--- config.mk ---
export PLATFORM = sky130hd
export DESIGN_NAME = mouse_hit_detector
export DESIGN_NICKNAME = d
export VERILOG_FILES = /design/src/rtl/mouse_hit_detector.sv
export SDC_FILE = /design/constraint.sdc
export NUM_CORES = 1
export LEC_CHECK = 0
export ABC_AREA = 1
export CAP_MARGIN = 20
export CORE_MARGIN = 3
export CORE_UTILIZATION = 60
export CTS_CLUSTER_DIAMETER = 100
export CTS_CLUSTER_SIZE = 25
export DETAILED_ROUTE_END_ITERATION = 16
export GPL_ROUTABILITY_DRIVEN = 0
export PLACE_DENSITY = 0.9
export SLEW_MARGIN = 20
export SYNTH_ARGS = -nofsm -noshare
export SYNTH_HDL_FRONTEND = slang
export SYNTH_SLANG_ARGS = --single-unit
export TNS_END_PERCENT = 30
--- constraint.sdc ---
create_clock -name clk -period 3.67 [get_ports clk]
set_input_delay 0.734 -clock clk [delete_from_list [all_inputs] [get_ports clk]]
set_output_delay 0.734 -clock clk [all_outputs]
set_load 0.005 [all_outputs]
--- src/rtl/mouse_hit_detector.sv ---
// Mouse front-end: synchronises and debounces both buttons, then turns each press
// into a single-cycle click event hit-tested against the 4x3 mole grid and the pause button.
module mouse_hit_detector #(
    parameter int DEBOUNCE_CYCLES = 100000,
    parameter int GRID_X0         = 80,
    parameter int GRID_Y0         = 120,
    parameter int CELL_W          = 120,
    parameter int CELL_H          = 110,
    parameter int PAUSE_X0        = 580,
    parameter int PAUSE_Y0        = 10,
    parameter int PAUSE_W         = 50,
    parameter int PAUSE_H         = 30
) (
    input  logic        clk,
    input  logic        reset,
    input  logic [11:0] x_pos,
    input  logic [11:0] y_pos,
    input  logic        left_btn,
    input  logic        right_btn,
    output logic [11:0] mouse_click_mole,
    output logic        mouse_click_pausebutton,
    output logic        mouse_click,
    output logic        mouse_right_click,
    output logic [3:0]  hover_cell
);

    localparam int               CNT_W    = $clog2(DEBOUNCE_CYCLES + 1);
    localparam logic [CNT_W-1:0] CNT_LAST = CNT_W'(DEBOUNCE_CYCLES - 1);

    // One spare bit so grid/pause limits past 4095 compare correctly.
    localparam logic [12:0] GX0 = 13'(GRID_X0);
    localparam logic [12:0] GX1 = 13'(GRID_X0 + CELL_W);
    localparam logic [12:0] GX2 = 13'(GRID_X0 + 2 * CELL_W);
    localparam logic [12:0] GX3 = 13'(GRID_X0 + 3 * CELL_W);
    localparam logic [12:0] GX4 = 13'(GRID_X0 + 4 * CELL_W);
    localparam logic [12:0] GY0 = 13'(GRID_Y0);
    localparam logic [12:0] GY1 = 13'(GRID_Y0 + CELL_H);
    localparam logic [12:0] GY2 = 13'(GRID_Y0 + 2 * CELL_H);
    localparam logic [12:0] GY3 = 13'(GRID_Y0 + 3 * CELL_H);
    localparam logic [12:0] PX0 = 13'(PAUSE_X0);
    localparam logic [12:0] PX1 = 13'(PAUSE_X0 + PAUSE_W);
    localparam logic [12:0] PY0 = 13'(PAUSE_Y0);
    localparam logic [12:0] PY1 = 13'(PAUSE_Y0 + PAUSE_H);

    function automatic logic [3:0] cell_of(input logic [11:0] x, input logic [11:0] y);
        logic [12:0] xe;
        logic [12:0] ye;
        logic [1:0]  col;
        logic [1:0]  row;
        xe  = {1'b0, x};
        ye  = {1'b0, y};
        col = 2'd0;
        if (xe >= GX1) col = 2'd1;
        if (xe >= GX2) col = 2'd2;
        if (xe >= GX3) col = 2'd3;
        row = 2'd0;
        if (ye >= GY1) row = 2'd1;
        if (ye >= GY2) row = 2'd2;
        if (xe >= GX0 && xe < GX4 && ye >= GY0 && ye < GY3)
            cell_of = {row, 2'b00} + {2'b00, col};
        else
            cell_of = 4'hF;
    endfunction

    function automatic logic pause_of(input logic [11:0] x, input logic [11:0] y);
        pause_of = ({1'b0, x} >= PX0) && ({1'b0, x} < PX1) &&
                   ({1'b0, y} >= PY0) && ({1'b0, y} < PY1);
    endfunction

    function automatic logic [11:0] onehot12(input logic [3:0] c);
        onehot12 = (c < 4'd12) ? (12'd1 << c) : 12'd0;
    endfunction

    // Index 0 = left button, index 1 = right button.
    logic [1:0]            btn_raw;
    logic [1:0]            sync1_q, sync2_q;
    logic [1:0]            db_q, db_d, db_prev_q;
    logic [1:0][CNT_W-1:0] cnt_q, cnt_d;
    logic [1:0]            press;

    assign btn_raw = {right_btn, left_btn};

    always_comb begin
        db_d  = db_q;
        cnt_d = '0;
        for (int i = 0; i < 2; i++) begin
            if (sync2_q[i] != db_q[i]) begin
                if (cnt_q[i] == CNT_LAST)
                    db_d[i] = sync2_q[i];
                else
                    cnt_d[i] = cnt_q[i] + CNT_W'(1);
            end
        end
    end

    always_ff @(posedge clk or negedge reset) begin
        if (!reset) begin
            sync1_q   <= '0;
            sync2_q   <= '0;
            db_q      <= '0;
            db_prev_q <= '0;
            cnt_q     <= '0;
        end else begin
            sync1_q   <= btn_raw;
            sync2_q   <= sync1_q;
            db_q      <= db_d;
            db_prev_q <= db_q;
            cnt_q     <= cnt_d;
        end
    end

    assign press = db_q & ~db_prev_q;

    // Stage 1: capture cursor at the left press, delay the right press to match.
    logic        lvld_p1_q, rvld_p1_q;
    logic [11:0] lat_x_p1_q, lat_y_p1_q;

    always_ff @(posedge clk or negedge reset) begin
        if (!reset) begin
            lvld_p1_q  <= 1'b0;
            rvld_p1_q  <= 1'b0;
            lat_x_p1_q <= '0;
            lat_y_p1_q <= '0;
        end else begin
            lvld_p1_q <= press[0];
            rvld_p1_q <= press[1];
            if (press[0]) begin
                lat_x_p1_q <= x_pos;
                lat_y_p1_q <= y_pos;
            end
        end
    end

    // Stage 2: hit test on the captured cursor; pause overrides any mole under it.
    logic [3:0]  hit_cell_p1;
    logic        hit_pause_p1;
    logic        click_p2_q, rclick_p2_q, pause_p2_q;
    logic [11:0] mole_p2_q;
    logic [3:0]  hover_q;

    assign hit_cell_p1  = cell_of(lat_x_p1_q, lat_y_p1_q);
    assign hit_pause_p1 = pause_of(lat_x_p1_q, lat_y_p1_q);

    always_ff @(posedge clk or negedge reset) begin
        if (!reset) begin
            click_p2_q  <= 1'b0;
            rclick_p2_q <= 1'b0;
            pause_p2_q  <= 1'b0;
            mole_p2_q   <= '0;
            hover_q     <= 4'hF;
        end else begin
            click_p2_q  <= lvld_p1_q;
            rclick_p2_q <= rvld_p1_q;
            pause_p2_q  <= lvld_p1_q & hit_pause_p1;
            mole_p2_q   <= (lvld_p1_q && !hit_pause_p1) ? onehot12(hit_cell_p1) : 12'd0;
            hover_q     <= cell_of(x_pos, y_pos);
        end
    end

    assign mouse_click             = click_p2_q;
    assign mouse_right_click       = rclick_p2_q;
    assign mouse_click_pausebutton = pause_p2_q;
    assign mouse_click_mole        = mole_p2_q;
    assign hover_cell              = hover_q;

endmodule

**Yosys cells after proc, flatten, opt, wreduce, memory -nomap -nowiden**

Index checks and enable logic that the tools add are counted.

- Muxes and demuxes: 18
- $lt $le $gt $ge: 23
- Bitwise gates (word level): 3
- Shift operators: 1
- Add/subtract/negate cells: 4
- Equality and inequality tests: 4
- Reductions and logical operators: 13

Operator list:

| kind | count |
|---|---|
| $ge A12 B9 Y1 const B | 6 |
| $mux W17 | 4 |
| $ge A12 B7 Y1 const B | 4 |
| $ge A12 B8 Y1 const B | 4 |
| $lt A12 B10 Y1 const B | 3 |
| $add A17 B1 Y17 const B | 2 |
| $eq A17 B17 Y1 const B | 2 |
| $lt A12 B9 Y1 const B | 2 |
| $mux W12 | 2 |
| $ge A12 B10 Y1 const B | 1 |
| $ge A12 B4 Y1 const B | 1 |
| $lt A12 B6 Y1 const B | 1 |
| $mux W2 | 6 |
| $shl A1 B4 Y12 const A | 1 |
| $logic_and A1 B1 Y1 | 10 |
| $add A4 B2 Y4 | 2 |
| $mux W4 | 2 |
| $lt A4 B4 Y1 const B | 1 |
| $mux W1 | 4 |
| $reduce_and A2 Y1 | 2 |
| $and A2 B2 Y2 | 1 |
| $ne A1 B1 Y1 | 2 |
| $not A2 Y2 | 1 |
| $and A1 B1 Y1 | 1 |
| $logic_not A1 Y1 | 1 |

- Flip-flop bits (word level): 87

**Longest topological paths before layout**

- Depth in word-level cells: 9
- Gate-level depth with buffers: 10
- Depth with buffers taken out: 10

**Least setup slack after synthesis**

Ideal clock, no wire load.

- Path kind: input -> register
- Start: input port y_pos[2]
- End: register hover_q[0] (netlist: hover_cell[0])
- Arrival time: 1,354 ps
- Buffers on the path: 0
- Setup time: 91 ps
- Slack: 2,226 ps
- Cell stages on the path: 6
- Path through: nor2_1 inv_1 nor4_1 o21ai_0 nor2_1 nand3_1

- Cells in the longest elaborated chain, start to end: 4
- Elaborated cells between the ends (all ways): 5

Ends and longest elaborated chain:

| what | RTL line | text |
|---|---|---|
| from (decl) | 17 | `input logic [11:0] y_pos,` |
| $ge A12 B7 Y1 | 59 | `if (xe >= GX0 && xe < GX4 && ye >= GY0 && ye < GY3)` |
| $logic_and A1 B1 Y1 | 59 |  |
| $logic_and A1 B1 Y1 * | 59 |  |
| $mux W4 * | 59 |  |
| to (signal assigned) | 156 | `hover_q <= cell_of(x_pos, y_pos);` |
| to (decl) | 139 | `logic [3:0] hover_q;` |

Every way passes the cells marked *; elsewhere a longest branch is shown, timed or not.
A chain may end at the register's enable or synchronous reset.

**Final worst setup path**

- Start: register hover_q[0] (netlist: hover_cell[0])
- End: output port hover_cell[0]

RTL lines:

| what | RTL line | text |
|---|---|---|
| to (decl) | 24 | `output logic [3:0] hover_cell` |

No word-level cell between the ends.

==> impl_metrics.env <==
export IMPL_place_inst=665
export IMPL_rr_startpoint="cnt_q[17]"
export IMPL_drtIter0Drc=178
export IMPL_end_kind="output port"
export IMPL_die_area_um2=8130
export IMPL_postCtsHoldBufs=0
export IMPL_p_leak_nw=2.09
export IMPL_yosysTopAreaCellShare=0.477
export IMPL_finalHoldViolCount=0
export IMPL_synth_cell_type_count=35
export IMPL_nets=610
export IMPL_slew_headroom=0.501
export IMPL_critical_path_depth=1
export IMPL_vdd_ir_drop_max_mv=0.175
export IMPL_area_growth_pct=16.8
export IMPL_wl_mm=9.09
export IMPL_row_count=30
export IMPL_yosysWarnings=0
export IMPL_hp_class="reg2reg"
export IMPL_synth_seq_area_share=0.502
export IMPL_die_x_um=90.1
export IMPL_cts_tree="built"
export IMPL_finalSetupViolations=0
export IMPL_fin_crit_ns=2.12
export IMPL_synth_area_leaders="dfrtp_1 48%, nand2_1 11%, nor2_1 7.6%, inv_1 5.3%, nand3_1 4.1%"
export IMPL_groute_usage_overall=0.239
export IMPL_synth_nets=559
export IMPL_vias=3668
export IMPL_ios=47
export IMPL_crit_start="hover_cell[0]"
export IMPL_nFillCells=535
export IMPL_fin_worst_skew_ns=0.00729
export IMPL_crit_arrival_ns=1.39
export IMPL_n_antenna_cell=0
export IMPL_final_setup_tns_ns=0
export IMPL_start_util=0.622
export IMPL_rsz0062_at_grt="false"
export IMPL_routed_via_density=5.39
export IMPL_synth_area_um2=4250
export IMPL_antenna_found_initial=0
export IMPL_rr_endpoint="cnt_q[20]"
export IMPL_path_clk_slew_ns=0.08
export IMPL_cts_sinks=85
export IMPL_critPathLaunchType="register"
export IMPL_r2r_cells=8
export IMPL_drive_gt1_frac=0.0771
export IMPL_avgSynthCellArea_um2=8.03
export IMPL_cpPeakStageDelay_ns=0.54
export IMPL_max_freq_ghz=0.472
export IMPL_cts_buffers=9
export IMPL_synthCells=529
export IMPL_cp_slowest_cell="dfstp_2"
export IMPL_path_cells="clkdlybuf4s50_1"
export IMPL_io_buffers=44
export IMPL_grt_start_max_net_pins=86
export IMPL_ant_nets=0
export IMPL_worstSetupEndpoint="hover_cell[0]"
export IMPL_die_h_um=90.1
export IMPL_tightest_slew_ns=0.748
export IMPL_dr_pass1_iters=4
export IMPL_grt_first_pass_wirelength_mm=15.9
export IMPL_max_cap_violations=0
export IMPL_wl_per_cell_um=13.4
export IMPL_htreeDepth=3
export IMPL_root_buffer="clkbuf_8"
export IMPL_p_per_area_nw_per_um2=325
export IMPL_fin_worst_hold_slack_ns=0.352
export IMPL_maxSlewViolCount=0
export IMPL_status="complete, no violations"
export IMPL_cp_top_family="flip-flops"
export IMPL_grt_remaining_overflow=0
export IMPL_clockBufferDepth=2
export IMPL_clk_latency_ns=0.35
export IMPL_mostFrequentLayoutCell="nand2_1"
export IMPL_postCtsSetupBuffers=0
export IMPL_yosysTopAreaCell="dfrtp_1"
export IMPL_layout_common_cells="121 x nand2_1, 86 x nor2_1, 81 x dfrtp_1, 60 x inv_1, 43 x clkdlybuf4s50_1"
export IMPL_critPathKind="reg2out"
export IMPL_grt_pass1_vias=3683
export IMPL_path_max_fanout=1
export IMPL_stdcell_count=680
export IMPL_crit_buf_inv=1
export IMPL_r2r_slack_ns=1.89
export IMPL_core_area_um2=6830
export IMPL_drc_errors=0
export IMPL_period_share=0.578
export IMPL_required_ns=2.94
export IMPL_dpl_hpwl_mm=6.71
export IMPL_cts_resized=0
export IMPL_yosys_register_bits=85
## metrics by stage
stage,util,total power [W],setup slack (ns),area [µm²]
floorplan,-,0.000990,2.23,4250
global placement,0.701,0.00104,1.56,4790
detailed placement,0.701,0.00105,1.46,4790
CTS,0.726,0.00162,1.53,4960
global route,0.727,0.00168,1.50,4960
finish,0.727,0.00161,1.55,4960
## worst min-delay path by stage
stage,from,end,slack [ns],cells after the start
finish,sync1_q[0],sync2_q[0],0.35,0
detailed placement,rvld_p1_q,mouse_right_click,0.34,0
global route,sync1_q[0],sync2_q[0],0.36,0
CTS,sync1_q[0],sync2_q[0],0.35,0
global placement,sync1_q[0],sync2_q[0],0.33,0
floorplan,rvld_p1_q,mouse_right_click,0.33,0
## state kept, by name, summed over array words and instances (netlist names), 2 cells and up
name and count:
db_prev_q 2, cnt_q 34, mouse_click_mole 12, sync2_q 2
sync1_q 2, hover_cell 4, lat_y_p1_q 11, db_q 2
lat_x_p1_q 11
## cell usage after synthesis (all sizes together)
cell type,count
dfstp,4
a211oi,3
nor4,6
nand2,125
o21ai,25
clkinv,2
nand4,15
a31oi,2
dfrtp,81
o211ai,3
clkbuf,3
nor3,25
xnor2,1
nor3b,3
nand3b,6
nand3,37
o2111ai,1
a41oi,1
inv,63
a21oi,10
buf,2
ha,2
nor2,97
xor2,12
## cell families after synthesis
group                      Yosys count  synth area share
xor gates and xnor gates            13            0.0268
AOI/OAI and AO/OA                   45            0.0624
and+or+nand+nor                    314             0.340
buffers and inverters               70            0.0624
DFF                                 85             0.502
adders and majority gates            2           0.00589
## metal layers
layer,wire length [µm],vias to the layer above,track usage
met5,0,-,0
met2,4740,112,0.423
met3,438,26,0.0611
met1,3680,1721,0.272
li1,-,1809,-
met4,233,0,0.106
## layout make-up
class	instances	area, µm²	area share
clock inverter	3	22.5	0.00454
sequential	85	2130	0.430
timing repair buffer	45	449	0.0905
inverter	65	244	0.0492
multi-input combinational	374	1850	0.373
tap	96	120	0.0242
clock buffer	12	145	0.0292
## power by group
| group | internal (W) | switching [W] |
|---|---|---|
| Clock | 0.000261 | 0.000321 |
| Sequential | 0.000944 | 0.00000514 |
| Combinational | 0.0000341 | 0.0000483 |
| Total | 0.00124 | 0.000374 |
Power figures use the tool's default switching activity.
